$ cat src/rtl/uart_mem_pkg.sv
// uart_mem_pkg: shared types and constants for the UART memory bridge.
//   - address widths for the instruction RAM (8) and image RAM (19)
//   - default values for the bridge parameters
//   - load/run FSM states, read-stream sequencer states and the 3-bit
//     debug encoding shown on state_dbg
// Optional feature macro: UART_MEM_BRIDGE_CHECKSUM_EN adds the RD_TX_SUM state.
package uart_mem_pkg;

  localparam int unsigned INS_AW = 8;
  localparam int unsigned IMG_AW = 19;

  localparam int unsigned INS_LEN_DEF      = 256;
  localparam int unsigned IMG_IN_LEN_DEF   = 65536;
  localparam int unsigned IMG_OUT_BASE_DEF = 65536;
  localparam int unsigned IMG_OUT_LEN_DEF  = 16384;
  localparam int unsigned RD_LAT_DEF       = 2;

  // Debug encodings of the externally visible states.
  localparam logic [2:0] DBG_LOAD_INS = 3'd0;
  localparam logic [2:0] DBG_LOAD_IMG = 3'd1;
  localparam logic [2:0] DBG_RUN      = 3'd2;
  localparam logic [2:0] DBG_WAIT_CPU = 3'd3;
  localparam logic [2:0] DBG_RD_ADDR  = 3'd4;
  localparam logic [2:0] DBG_RD_WAIT  = 3'd5;
  localparam logic [2:0] DBG_TX       = 3'd6;
  localparam logic [2:0] DBG_DONE     = 3'd7;

  typedef enum logic [2:0] {
    T_LOAD_INS = 3'd0,
    T_LOAD_IMG = 3'd1,
    T_RUN      = 3'd2,
    T_WAIT_CPU = 3'd3,
    T_STREAM   = 3'd4,
    T_DONE     = 3'd7
  } top_state_e;

  typedef enum logic [2:0] {
    RD_IDLE   = 3'd0,
`ifdef UART_MEM_BRIDGE_CHECKSUM_EN
    RD_TX_SUM = 3'd1,
`endif
    RD_ADDR   = 3'd4,
    RD_WAIT   = 3'd5,
    RD_TX     = 3'd6
  } rd_state_e;

  // While streaming, the visible state is the sequencer's phase. The
  // checksum byte is shown as TX since only eight codes fit in 3 bits.
  function automatic logic [2:0] dbg_code(input top_state_e top, input rd_state_e rd);
    logic [2:0] code;
    code = DBG_LOAD_INS;
    case (top)
      T_LOAD_INS: code = DBG_LOAD_INS;
      T_LOAD_IMG: code = DBG_LOAD_IMG;
      T_RUN:      code = DBG_RUN;
      T_WAIT_CPU: code = DBG_WAIT_CPU;
      T_DONE:     code = DBG_DONE;
      T_STREAM: begin
        case (rd)
          RD_WAIT:   code = DBG_RD_WAIT;
          RD_TX:     code = DBG_TX;
`ifdef UART_MEM_BRIDGE_CHECKSUM_EN
          RD_TX_SUM: code = DBG_TX;
`endif
          default:   code = DBG_RD_ADDR;
        endcase
      end
      default: code = DBG_LOAD_INS;
    endcase
    return code;
  endfunction

endpackage

$ cat src/rtl/uart_mem_bridge_if.sv
// uart_mem_bridge_if: signal bundle between the bridge and its environment.
//   UART rx : rx_data, rx_valid (one-cycle strobe)
//   UART tx : tx_data, tx_start (one-cycle strobe), tx_ready (transmitter idle)
//   Instr RAM port b : ins_data, ins_addr, ins_we
//   Image RAM port b : img_data, img_addr, img_we, img_q (read data)
//   CPU : cpu_start (launch pulse), cpu_done (level or pulse)
//   Debug : state_dbg
// master = bridge side, slave = environment side.
interface uart_mem_bridge_if;
  import uart_mem_pkg::*;

  logic [7:0]        rx_data;
  logic              rx_valid;
  logic [7:0]        tx_data;
  logic              tx_start;
  logic              tx_ready;
  logic [7:0]        ins_data;
  logic [INS_AW-1:0] ins_addr;
  logic              ins_we;
  logic [7:0]        img_data;
  logic [IMG_AW-1:0] img_addr;
  logic              img_we;
  logic [7:0]        img_q;
  logic              cpu_start;
  logic              cpu_done;
  logic [2:0]        state_dbg;

  modport master (
    input  rx_data, rx_valid, tx_ready, img_q, cpu_done,
    output tx_data, tx_start, ins_data, ins_addr, ins_we,
           img_data, img_addr, img_we, cpu_start, state_dbg
  );

  modport slave (
    output rx_data, rx_valid, tx_ready, img_q, cpu_done,
    input  tx_data, tx_start, ins_data, ins_addr, ins_we,
           img_data, img_addr, img_we, cpu_start, state_dbg
  );

endinterface

$ cat src/rtl/uart_mem_rd_stream.sv
// uart_mem_rd_stream: reads IMG_OUT_LEN result bytes from image RAM starting
// at IMG_OUT_BASE and sends each one over the UART transmitter.
//   clk, rst      : clock, synchronous active-high reset
//   start_i       : one-cycle launch (from the load/run FSM)
//   done_o        : one-cycle, high in the cycle the final byte is sent
//   img_addr_o    : image RAM read address (0 when not reading)
//   img_q_i       : image RAM read data, valid RD_LAT cycles after the address
//   tx_data_o     : registered byte to send
//   tx_start_o    : send strobe, only while tx_ready_i is high
//   tx_ready_i    : transmitter idle
//   phase_o       : current sequencer state
// Optional feature macro: UART_MEM_BRIDGE_CHECKSUM_EN appends a modulo-256
// sum of all result bytes as one extra transmitted byte.
module uart_mem_rd_stream
  import uart_mem_pkg::*;
#(
  parameter int unsigned IMG_OUT_BASE = IMG_OUT_BASE_DEF,
  parameter int unsigned IMG_OUT_LEN  = IMG_OUT_LEN_DEF,
  parameter int unsigned RD_LAT       = RD_LAT_DEF
) (
  input  logic              clk,
  input  logic              rst,
  input  logic              start_i,
  output logic              done_o,
  output logic [IMG_AW-1:0] img_addr_o,
  input  logic [7:0]        img_q_i,
  output logic [7:0]        tx_data_o,
  output logic              tx_start_o,
  input  logic              tx_ready_i,
  output rd_state_e         phase_o
);

  localparam logic [IMG_AW-1:0] BASE     = IMG_AW'(IMG_OUT_BASE);
  localparam logic [IMG_AW-1:0] LAST     = IMG_AW'(IMG_OUT_LEN - 1);
  localparam int unsigned       LW       = (RD_LAT > 1) ? $clog2(RD_LAT) : 1;
  localparam logic [LW-1:0]     LAT_LAST = LW'(RD_LAT - 1);

  rd_state_e         state_q, state_d;
  logic [IMG_AW-1:0] count_q, count_d;
  logic [LW-1:0]     lat_q, lat_d;
  logic [7:0]        tx_data_q, tx_data_d;
`ifdef UART_MEM_BRIDGE_CHECKSUM_EN
  logic [7:0]        sum_q, sum_d;
`endif

  always_ff @(posedge clk) begin
    if (rst) begin
      state_q   <= RD_IDLE;
      count_q   <= '0;
      lat_q     <= '0;
      tx_data_q <= '0;
`ifdef UART_MEM_BRIDGE_CHECKSUM_EN
      sum_q     <= '0;
`endif
    end else begin
      state_q   <= state_d;
      count_q   <= count_d;
      lat_q     <= lat_d;
      tx_data_q <= tx_data_d;
`ifdef UART_MEM_BRIDGE_CHECKSUM_EN
      sum_q     <= sum_d;
`endif
    end
  end

  always_comb begin
    state_d    = state_q;
    count_d    = count_q;
    lat_d      = lat_q;
    tx_data_d  = tx_data_q;
`ifdef UART_MEM_BRIDGE_CHECKSUM_EN
    sum_d      = sum_q;
`endif
    img_addr_o = '0;
    tx_start_o = 1'b0;
    done_o     = 1'b0;

    case (state_q)
      RD_IDLE: begin
        if (start_i) begin
          count_d = '0;
`ifdef UART_MEM_BRIDGE_CHECKSUM_EN
          sum_d   = '0;
`endif
          state_d = RD_ADDR;
        end
      end
      RD_ADDR: begin
        // Sum wraps at 19 bits by construction.
        img_addr_o = BASE + count_q;
        lat_d      = '0;
        state_d    = RD_WAIT;
      end
      RD_WAIT: begin
        // Address stays on the bus for RD_LAT cycles; data is captured at
        // the end of the last one.
        img_addr_o = BASE + count_q;
        if (lat_q == LAT_LAST) begin
          tx_data_d = img_q_i;
          state_d   = RD_TX;
        end else begin
          lat_d = lat_q + LW'(1);
        end
      end
      RD_TX: begin
        if (tx_ready_i) begin
          tx_start_o = 1'b1;
`ifdef UART_MEM_BRIDGE_CHECKSUM_EN
          sum_d      = sum_q + tx_data_q;
`endif
          if (count_q == LAST) begin
`ifdef UART_MEM_BRIDGE_CHECKSUM_EN
            tx_data_d = sum_q + tx_data_q;
            state_d   = RD_TX_SUM;
`else
            done_o    = 1'b1;
            state_d   = RD_IDLE;
`endif
          end else begin
            count_d = count_q + IMG_AW'(1);
            state_d = RD_ADDR;
          end
        end
      end
`ifdef UART_MEM_BRIDGE_CHECKSUM_EN
      RD_TX_SUM: begin
        if (tx_ready_i) begin
          tx_start_o = 1'b1;
          done_o     = 1'b1;
          state_d    = RD_IDLE;
        end
      end
`endif
      default: state_d = RD_IDLE;
    endcase
  end

  assign tx_data_o = tx_data_q;
  assign phase_o   = state_q;

endmodule

$ cat src/rtl/uart_mem_bridge.sv
// uart_mem_bridge: loads an instruction image and an input image from the
// UART into two RAMs, launches the CPU, waits for it, then streams the
// result region of the image RAM back over the UART. Repeats per job.
//   clk  : sole clock, rising edge
//   rst  : synchronous active-high reset, dominates all inputs
//   bus  : uart_mem_bridge_if.master (UART rx/tx, instr RAM port b,
//          image RAM port b, CPU start/done, state_dbg)
// Optional feature macro: UART_MEM_BRIDGE_CHECKSUM_EN (see uart_mem_rd_stream).
module uart_mem_bridge
  import uart_mem_pkg::*;
#(
  parameter int unsigned INS_LEN      = INS_LEN_DEF,
  parameter int unsigned IMG_IN_LEN   = IMG_IN_LEN_DEF,
  parameter int unsigned IMG_OUT_BASE = IMG_OUT_BASE_DEF,
  parameter int unsigned IMG_OUT_LEN  = IMG_OUT_LEN_DEF,
  parameter int unsigned RD_LAT       = RD_LAT_DEF
) (
  input logic               clk,
  input logic               rst,
  uart_mem_bridge_if.master bus
);

  localparam logic [IMG_AW-1:0] INS_LAST = IMG_AW'(INS_LEN - 1);
  localparam logic [IMG_AW-1:0] IMG_LAST = IMG_AW'(IMG_IN_LEN - 1);

  top_state_e        state_q, state_d;
  logic [IMG_AW-1:0] count_q, count_d;

  logic              rd_start;
  logic              rd_done;
  logic [IMG_AW-1:0] rd_addr;
  logic [7:0]        rd_tx_data;
  logic              rd_tx_start;
  rd_state_e         rd_phase;

  uart_mem_rd_stream #(
    .IMG_OUT_BASE (IMG_OUT_BASE),
    .IMG_OUT_LEN  (IMG_OUT_LEN),
    .RD_LAT       (RD_LAT)
  ) u_rd_stream (
    .clk        (clk),
    .rst        (rst),
    .start_i    (rd_start),
    .done_o     (rd_done),
    .img_addr_o (rd_addr),
    .img_q_i    (bus.img_q),
    .tx_data_o  (rd_tx_data),
    .tx_start_o (rd_tx_start),
    .tx_ready_i (bus.tx_ready),
    .phase_o    (rd_phase)
  );

  always_ff @(posedge clk) begin
    if (rst) begin
      state_q <= T_LOAD_INS;
      count_q <= '0;
    end else begin
      state_q <= state_d;
      count_q <= count_d;
    end
  end

  always_comb begin
    state_d       = state_q;
    count_d       = count_q;
    rd_start      = 1'b0;
    bus.ins_we    = 1'b0;
    bus.ins_addr  = '0;
    bus.ins_data  = '0;
    bus.img_we    = 1'b0;
    bus.img_addr  = '0;
    bus.img_data  = '0;
    bus.cpu_start = 1'b0;

    case (state_q)
      T_LOAD_INS: begin
        bus.ins_addr = count_q[INS_AW-1:0];
        if (bus.rx_valid) begin
          bus.ins_we   = 1'b1;
          bus.ins_data = bus.rx_data;
          if (count_q == INS_LAST) begin
            count_d = '0;
            state_d = T_LOAD_IMG;
          end else begin
            count_d = count_q + IMG_AW'(1);
          end
        end
      end
      T_LOAD_IMG: begin
        bus.img_addr = count_q;
        if (bus.rx_valid) begin
          bus.img_we   = 1'b1;
          bus.img_data = bus.rx_data;
          if (count_q == IMG_LAST) begin
            count_d = '0;
            state_d = T_RUN;
          end else begin
            count_d = count_q + IMG_AW'(1);
          end
        end
      end
      T_RUN: begin
        bus.cpu_start = 1'b1;
        state_d       = T_WAIT_CPU;
      end
      T_WAIT_CPU: begin
        if (bus.cpu_done) begin
          rd_start = 1'b1;
          count_d  = '0;
          state_d  = T_STREAM;
        end
      end
      T_STREAM: begin
        bus.img_addr = rd_addr;
        if (rd_done) begin
          state_d = T_DONE;
        end
      end
      T_DONE: begin
        count_d = '0;
        state_d = T_LOAD_INS;
      end
      default: state_d = T_LOAD_INS;
    endcase
  end

  assign bus.tx_data   = rd_tx_data;
  assign bus.tx_start  = rd_tx_start;
  assign bus.state_dbg = dbg_code(state_q, rd_phase);

endmodule

$ cat src/flat_wrapper.sv
// flat-port wrapper written by rule: the top's interface ports become plain ports
module uart_mem_bridge_flat import uart_mem_pkg::*;
#(
  parameter int unsigned INS_LEN      = INS_LEN_DEF,
  parameter int unsigned IMG_IN_LEN   = IMG_IN_LEN_DEF,
  parameter int unsigned IMG_OUT_BASE = IMG_OUT_BASE_DEF,
  parameter int unsigned IMG_OUT_LEN  = IMG_OUT_LEN_DEF,
  parameter int unsigned RD_LAT       = RD_LAT_DEF
)
  (clk, rst, bus_rx_data, bus_rx_valid, bus_tx_ready, bus_img_q, bus_cpu_done, bus_tx_data, bus_tx_start, bus_ins_data, bus_ins_addr, bus_ins_we, bus_img_data, bus_img_addr, bus_img_we, bus_cpu_start, bus_state_dbg);
  uart_mem_bridge_if bus_i ();
  input logic clk;
  input logic rst;
  input wire logic [$bits(bus_i.rx_data)-1:0] bus_rx_data;
  input wire logic [$bits(bus_i.rx_valid)-1:0] bus_rx_valid;
  input wire logic [$bits(bus_i.tx_ready)-1:0] bus_tx_ready;
  input wire logic [$bits(bus_i.img_q)-1:0] bus_img_q;
  input wire logic [$bits(bus_i.cpu_done)-1:0] bus_cpu_done;
  output wire logic [$bits(bus_i.tx_data)-1:0] bus_tx_data;
  output wire logic [$bits(bus_i.tx_start)-1:0] bus_tx_start;
  output wire logic [$bits(bus_i.ins_data)-1:0] bus_ins_data;
  output wire logic [$bits(bus_i.ins_addr)-1:0] bus_ins_addr;
  output wire logic [$bits(bus_i.ins_we)-1:0] bus_ins_we;
  output wire logic [$bits(bus_i.img_data)-1:0] bus_img_data;
  output wire logic [$bits(bus_i.img_addr)-1:0] bus_img_addr;
  output wire logic [$bits(bus_i.img_we)-1:0] bus_img_we;
  output wire logic [$bits(bus_i.cpu_start)-1:0] bus_cpu_start;
  output wire logic [$bits(bus_i.state_dbg)-1:0] bus_state_dbg;
  assign bus_i.rx_data = bus_rx_data;
  assign bus_i.rx_valid = bus_rx_valid;
  assign bus_i.tx_ready = bus_tx_ready;
  assign bus_i.img_q = bus_img_q;
  assign bus_i.cpu_done = bus_cpu_done;
  assign bus_tx_data = bus_i.tx_data;
  assign bus_tx_start = bus_i.tx_start;
  assign bus_ins_data = bus_i.ins_data;
  assign bus_ins_addr = bus_i.ins_addr;
  assign bus_ins_we = bus_i.ins_we;
  assign bus_img_data = bus_i.img_data;
  assign bus_img_addr = bus_i.img_addr;
  assign bus_img_we = bus_i.img_we;
  assign bus_cpu_start = bus_i.cpu_start;
  assign bus_state_dbg = bus_i.state_dbg;
  uart_mem_bridge #(.INS_LEN(INS_LEN), .IMG_IN_LEN(IMG_IN_LEN), .IMG_OUT_BASE(IMG_OUT_BASE), .IMG_OUT_LEN(IMG_OUT_LEN), .RD_LAT(RD_LAT)) u_core (.clk(clk), .rst(rst), .bus(bus_i));
endmodule
$ cat config.mk
export PLATFORM = sky130hd
export DESIGN_NAME = uart_mem_bridge_flat
export DESIGN_NICKNAME = d
export VERILOG_FILES = /design/src/rtl/uart_mem_pkg.sv /design/src/rtl/uart_mem_bridge_if.sv /design/src/rtl/uart_mem_rd_stream.sv /design/src/rtl/uart_mem_bridge.sv /design/src/flat_wrapper.sv
export SDC_FILE = /design/constraint.sdc
export NUM_CORES = 1
export LEC_CHECK = 0
export ABC_AREA = 1
export BUFFER_PORTS_ARGS = -buffer_cell sky130_fd_sc_hd__buf_2
export CORE_MARGIN = 1
export CORE_UTILIZATION = 45
export CTS_CLUSTER_DIAMETER = 50
export DETAILED_ROUTE_END_ITERATION = 10
export HOLD_SLACK_MARGIN = 0.12
export PLACE_DENSITY_LB_ADDON = 0.25
export SLEW_MARGIN = 20
export SYNTH_ARGS = -nofsm -noshare
export SYNTH_HDL_FRONTEND = slang
export SYNTH_SLANG_ARGS = --single-unit
$ cat constraint.sdc
create_clock -name clk -period 3.9 [get_ports clk]
set_input_delay 0.39 -clock clk [delete_from_list [all_inputs] [get_ports clk]]
set_output_delay 0.39 -clock clk [all_outputs]
set_load 0.02 [all_outputs]
==> out/metrics.cfg, run 1 <==
[run_status]
status = complete, no violations

[synth]
synthFlopType = dfxtp_1
ys_ff_latch = 53
ys_types = 41
synthArstFlopShare = 0
synth_area_leader_cell = dfxtp_1
synth_area_leaders = dfxtp_1, nand2_1, nor2_1, inv_1, xor2_1
synth_warnings = 0
avgSynthCellArea_um2 = 6.50
yosysSeqAreaShare = 0.308
syn_area_mm2 = 0.00344
synth_top_area_frac = 0.308
synth_cells = 530
synth_edf_count = 0
synth_nets = 555

[worst_setup_path]
cp-end-kind = output port
reg2reg_from = u_core.state_q[0]
crit_path_max_incr_delay_ps = 540
rrSetupSlack_ps = 1860
path_cells = inv_1, nor2_1, nand2_1, o22ai_1, buf_2
cp-start-kind = flip-flop
critPathRequiredTime_ps = 3510
reg2reg_depth = 8
rr_endpoint = u_core.count_q[8]
crit_fanout = 11
cp_slowest_cell = nor2_1
crit_arrival_ps = 2280
path_class = flip-flop to output port

[sta]
totalNegativeSetupSlack_ps = 0
worst_slack_ps = 1230
slew-limit-headroom = 0.498
rsz0062_at_grt = false
setup_viol = 0
clock_skew_ps = 16.7
timing_hold_violations_final = 0
fin_crit_sh = 0.684
slew_viol_final = 0
fmax_mhz = 375
worst_pin_slew_ps = 753
fin_crit_ps = 2670

[cells_and_area]
mostFrequentLayoutCells = nand2_1, nor2_1, buf_2
n_antenna_cell = 0
fillCellCount = 732
fin_nets = 627
mostFrequentLayoutCell = nand2_1
final_layout_size_suffix_gt1_frac = 0.214
area_delta_synth_final_pct = 15.3

[route]
drtIter0Drc = 269
wl_um = 9020
final_antenna_net_count = 0
firstDrtPassIters = 5
avgViaCountPerCell = 5.14
vias = 3608
drcViolationCount = 0
wl_per_cell_um = 12.9

[global_routing]
grt_max_degree = 33
grt_pass1_wl_um = 14300
antenna_found_initial = 0
grt_usage = 0.230
grt_pass1_vias = 3058
overflow = 0

[clocking]
cts_root_buf = clkbuf_8
cts_inserted_buffers = 5
hold_buffers = 0
clk_pin_slew_ps = 100
clock_latency_ps = 320
clk_path_buf_depth = 2
clock-sinks = 53
tritoncts = built
ctsResizeCount = 0
cts_setup_buffers = 0
htree_levels = 2

[min_path]
min_path_cells = 3
min-delay-start = bus_img_q[2]
min_path_type = input pin to flip-flop
hold_end = u_core.u_rd_stream.tx_data_o[2]

[placed_design]
pre_cts_ws_ps = 1650
dp_hpwl_um = 6750
io_buffers = 78
gp_congestion = 0.914

[floorplanning]
rows = 31
dieArea_mm2 = 0.00801
die_w_um = 89.5
fp.dieH_um = 89.5
core_area_mm2 = 0.00733
ioPinCount = 79
initial_utilization = 0.470

[pwr]
cellLeakagePower_nw = 1.66
power_density_mw_per_mm2 = 250
vdd_drop_max_mv = 0.147

[run]
max_cap_viol_count = 0

==> stage by stage <==
stage               power [mW]  cell area (µm²)  cells  hold WS [ps]  utilization
floorplan                0.593             3440    530           440            -
global placement         0.612             3860    694           447        0.526
detailed placement       0.612             3860    694           453        0.526
CTS                      0.999             3970    702           328        0.542
global route              1.03             3970    702           326        0.542
finish                   0.991             3970    702           332        0.542
==> area by class of cell <==
class	instances	area [µm²]	area share
multi-input cells	393	2010	0.506
clock inverters	3	46.3	0.0117
inverters	71	272	0.0683
clock buffers	5	68.8	0.0173
repair buffers	78	390	0.0983
flip-flops and latches	53	1060	0.267
well taps	99	124	0.0312
==> flip-flops by register name (all words and copies together) (netlist names) <==
name / count
u_core.u_rd_stream.lat_q: 1
u_core.u_rd_stream.tx_data_o: 8
u_core.state_q: 3
u_core.count_q: 19
u_core.u_rd_stream.phase_o: 3
u_core.u_rd_stream.count_q: 19
==> worst max path at each step <==
| stage | start | to | depth (start not counted) |
|---|---|---|---|
| 6_report | u_core.u_rd_stream.phase_o[2] | bus_img_addr[6] | 5 |
| 5_1_grt | u_core.u_rd_stream.phase_o[2] | bus_img_addr[18] | 5 |
| 4_1_cts | u_core.u_rd_stream.phase_o[2] | bus_img_addr[5] | 5 |
| 3_5_place_dp | u_core.u_rd_stream.phase_o[2] | bus_img_addr[5] | 5 |
| 3_3_place_gp | u_core.u_rd_stream.phase_o[2] | bus_img_addr[5] | 5 |
| 2_1_floorplan | u_core.state_q[2] | bus_ins_data[0] | 7 |
==> worst max-delay path, delay by kind of cell (launching register included) <==
family                 cells  cell delay (ps)
buffers and inverters      2              300
and+or+nand+nor            2              980
AOI/OAI and AO/OA          1              290
DFF                        1              400
==> synthesized netlist by cell type, types with 9 or more instances <==
cell type  count
xor2_1        24
a21oi_2       10
o21ai_0       16
o22ai_1       10
nand2_2       13
a21oi_1       22
nor3_1        10
nand3_1       41
nand2_1      107
nand4_1        9
nor2_1        99
dfxtp_1       53
inv_1         64
==> power breakdown <==
| part | switching, mW | internal [mW] |
|---|---|---|
| combinational | 0.0376 | 0.0177 |
| clock | 0.199 | 0.193 |
| sequential | 0.00202 | 0.543 |
==> layer usage <==
layer	share of wire	wire, µm	track usage
met4	0.015	134	0.0664
met2	0.45	4090	0.373
met3	0.058	526	0.0342
met1	0.47	4270	0.317
met5	0	0	0
==> kinds of logic after synthesis <==
kind of cell             Yosys count  synth area share
XOR/XNOR                          26            0.0661
flip-flops                        53             0.308
adder cells (fa/ha/maj)            4            0.0145
buffers and inverters             84             0.108
AO/OA/AOI/OAI                     66             0.119
AND/OR/NAND/NOR                  297             0.384
Power figures use the tool's default switching activity.
==> run 2, diff against run 1 <==
Clock period 3.9 ns to 2.8 ns, I/O delays scaled along.
==> out/metrics.cfg, run 2 (synthesis gave the netlist of run 1 again) <==
[run_status]
status = complete, no violations

[sta]
worst_pin_slew_ps = 582
fmax_mhz = 408
slew_viol_final = 0
totalNegativeSetupSlack_ps = 0
slew-limit-headroom = 0.611
timing_hold_violations_final = 0
worst_slack_ps = 349
rsz0062_at_grt = false
fin_crit_ps = 2450
clock_skew_ps = 8.78
fin_crit_sh = 0.875
setup_viol = 0

[floorplanning]
ioPinCount = 79
die_w_um = 89.5
fp.dieH_um = 89.5
core_area_mm2 = 0.00733
initial_utilization = 0.470
dieArea_mm2 = 0.00801
rows = 31

[clocking]
clk_pin_slew_ps = 110
htree_levels = 2
clk_path_buf_depth = 2
clock_latency_ps = 320
cts_root_buf = clkbuf_8
cts_setup_buffers = 0
cts_inserted_buffers = 5
clock-sinks = 53
tritoncts = built
hold_buffers = 0
ctsResizeCount = 0

[pwr]
power_mw = 1.30
sw_frac_of_total = 0.256
vdd_drop_max_mv = 0.205
power_density_mw_per_mm2 = 326
p_int_uw = 966
cellLeakagePower_nw = 1.67
p_comb_frac = 0.061
p_switching_uw = 332
power.share.clock = 0.354
seq_power_share = 0.585

[route]
avgViaCountPerCell = 5.02
final_antenna_net_count = 0
wl_um = 8980
vias = 3547
firstDrtPassIters = 5
drtIter0Drc = 261
drcViolationCount = 0
wl_per_cell_um = 12.7

[worst_setup_path]
worst-path-buf-inv = 3
crit_path_max_incr_delay_ps = 390
cp_slowest_cell = dfxtp_1
crit_arrival_ps = 2170
reg2reg_depth = 10
cp-start-kind = flip-flop
crit_fanout = 12
cp-end-kind = output port
critPathRequiredTime_ps = 2520
path_class = flip-flop to output port
path_cells = inv_1, nor2_1, nand2_1, inv_1, nand2_1, o22ai_1, buf_2
cp_top_family = buffers and inverters
cp.depth = 7

[placed_design]
pre_cts_ws_ps = 741
io_buffers = 78
dp_hpwl_um = 6840
gp_congestion = 0.960

[global_routing]
grt_max_degree = 32
grt_usage = 0.234
grt_pass1_wl_um = 14600
overflow = 0
grt_pass1_vias = 3121
antenna_found_initial = 0

[cells_and_area]
area_delta_synth_final_pct = 15.6
fin_nets = 631
n_antenna_cell = 0
final_layout_size_suffix_gt1_frac = 0.219
mostFrequentLayoutCells = nand2_1, nor2_1, buf_2
mostFrequentLayoutCell = nand2_1

[min_path]
min_path_cells = 3
min_path_type = input pin to flip-flop

[run]
max_cap_viol_count = 0

==> run 2: cell types whose count changed in the layout (fill, tap and decap cells not counted) <==
cell | previous run | this run
buf_4 | 0 | 4
bufinv_16 | 1 | 0
clkinv_4 | 1 | 2
clkinvlp_4 | 1 | 0
inv_6 | 0 | 1
==> run 2: worst register-to-register path: cells and delay by family, from the launching register on <==
| family | cells | cell delay (ps) |
|---|---|---|
| buffers and inverters | 1 | 40 |
| AND/OR/NAND/NOR | 6 | 550 |
| AO/OA/AOI/OAI | 2 | 590 |
| flip-flops | 1 | 380 |
| adder cells (fa/ha/maj) | 1 | 260 |
==> run 2: worst paths after layout <==
path / end / slack [ps] / startpoint
setup reg to reg: u_core.u_rd_stream.count_q[2] / 880 / u_core.u_rd_stream.count_q[1]
setup / recovery: bus_img_addr[0] / 350 / u_core.state_q[2]
hold reg to reg: u_core.u_rd_stream.tx_data_o[6] / 460 / u_core.u_rd_stream.tx_data_o[6]
hold / removal: u_core.u_rd_stream.tx_data_o[4] / 220 / bus_img_q[4]
==> run 2: stage by stage <==
step / cell area (µm²) / util / hold slack (ps) / std cells
CTS: 3980 / 0.543 / 206 / 706
floorplan: 3440 / - / 363 / 530
global route: 3980 / 0.543 / 212 / 706
global placement: 3890 / 0.530 / 447 / 698
finish: 3980 / 0.543 / 218 / 706
detailed placement: 3890 / 0.530 / 454 / 698
==> run 2: metal layers <==
| metal | global-route usage | wire [µm] | up-vias | share of wire |
|---|---|---|---|---|
| li1 | - | - | 1839 | - |
| met1 | 0.326 | 4440 | 1589 | 0.49 |
| met2 | 0.384 | 3990 | 110 | 0.44 |
| met3 | 0.0314 | 456 | 9 | 0.051 |
| met4 | 0.0534 | 96 | 0 | 0.011 |
| met5 | 0 | 0 | - | 0 |
==> run 2: cell type report <==
type / count / area, µm²
Timing Repair Buffer: 82 / 420
Clock inverter: 3 / 26.3
Fill cell: 770 / 3350
Sequential cell: 53 / 1060
Clock buffer: 5 / 68.8
Multi-Input combinational cell: 393 / 2010
Tap cell: 99 / 124
Inverter: 71 / 272
==> run 2: power by group through the flow <==
stage	combinational (mW)	clock (mW)	sequential, mW
6_report	0.0791	0.460	0.759
5_1_grt	0.0866	0.503	0.760
4_1_cts	0.0793	0.479	0.759
3_5_place_dp	0.0789	0	0.776
3_3_place_gp	0.0778	0	0.776
2_1_floorplan	0.0501	0	0.776
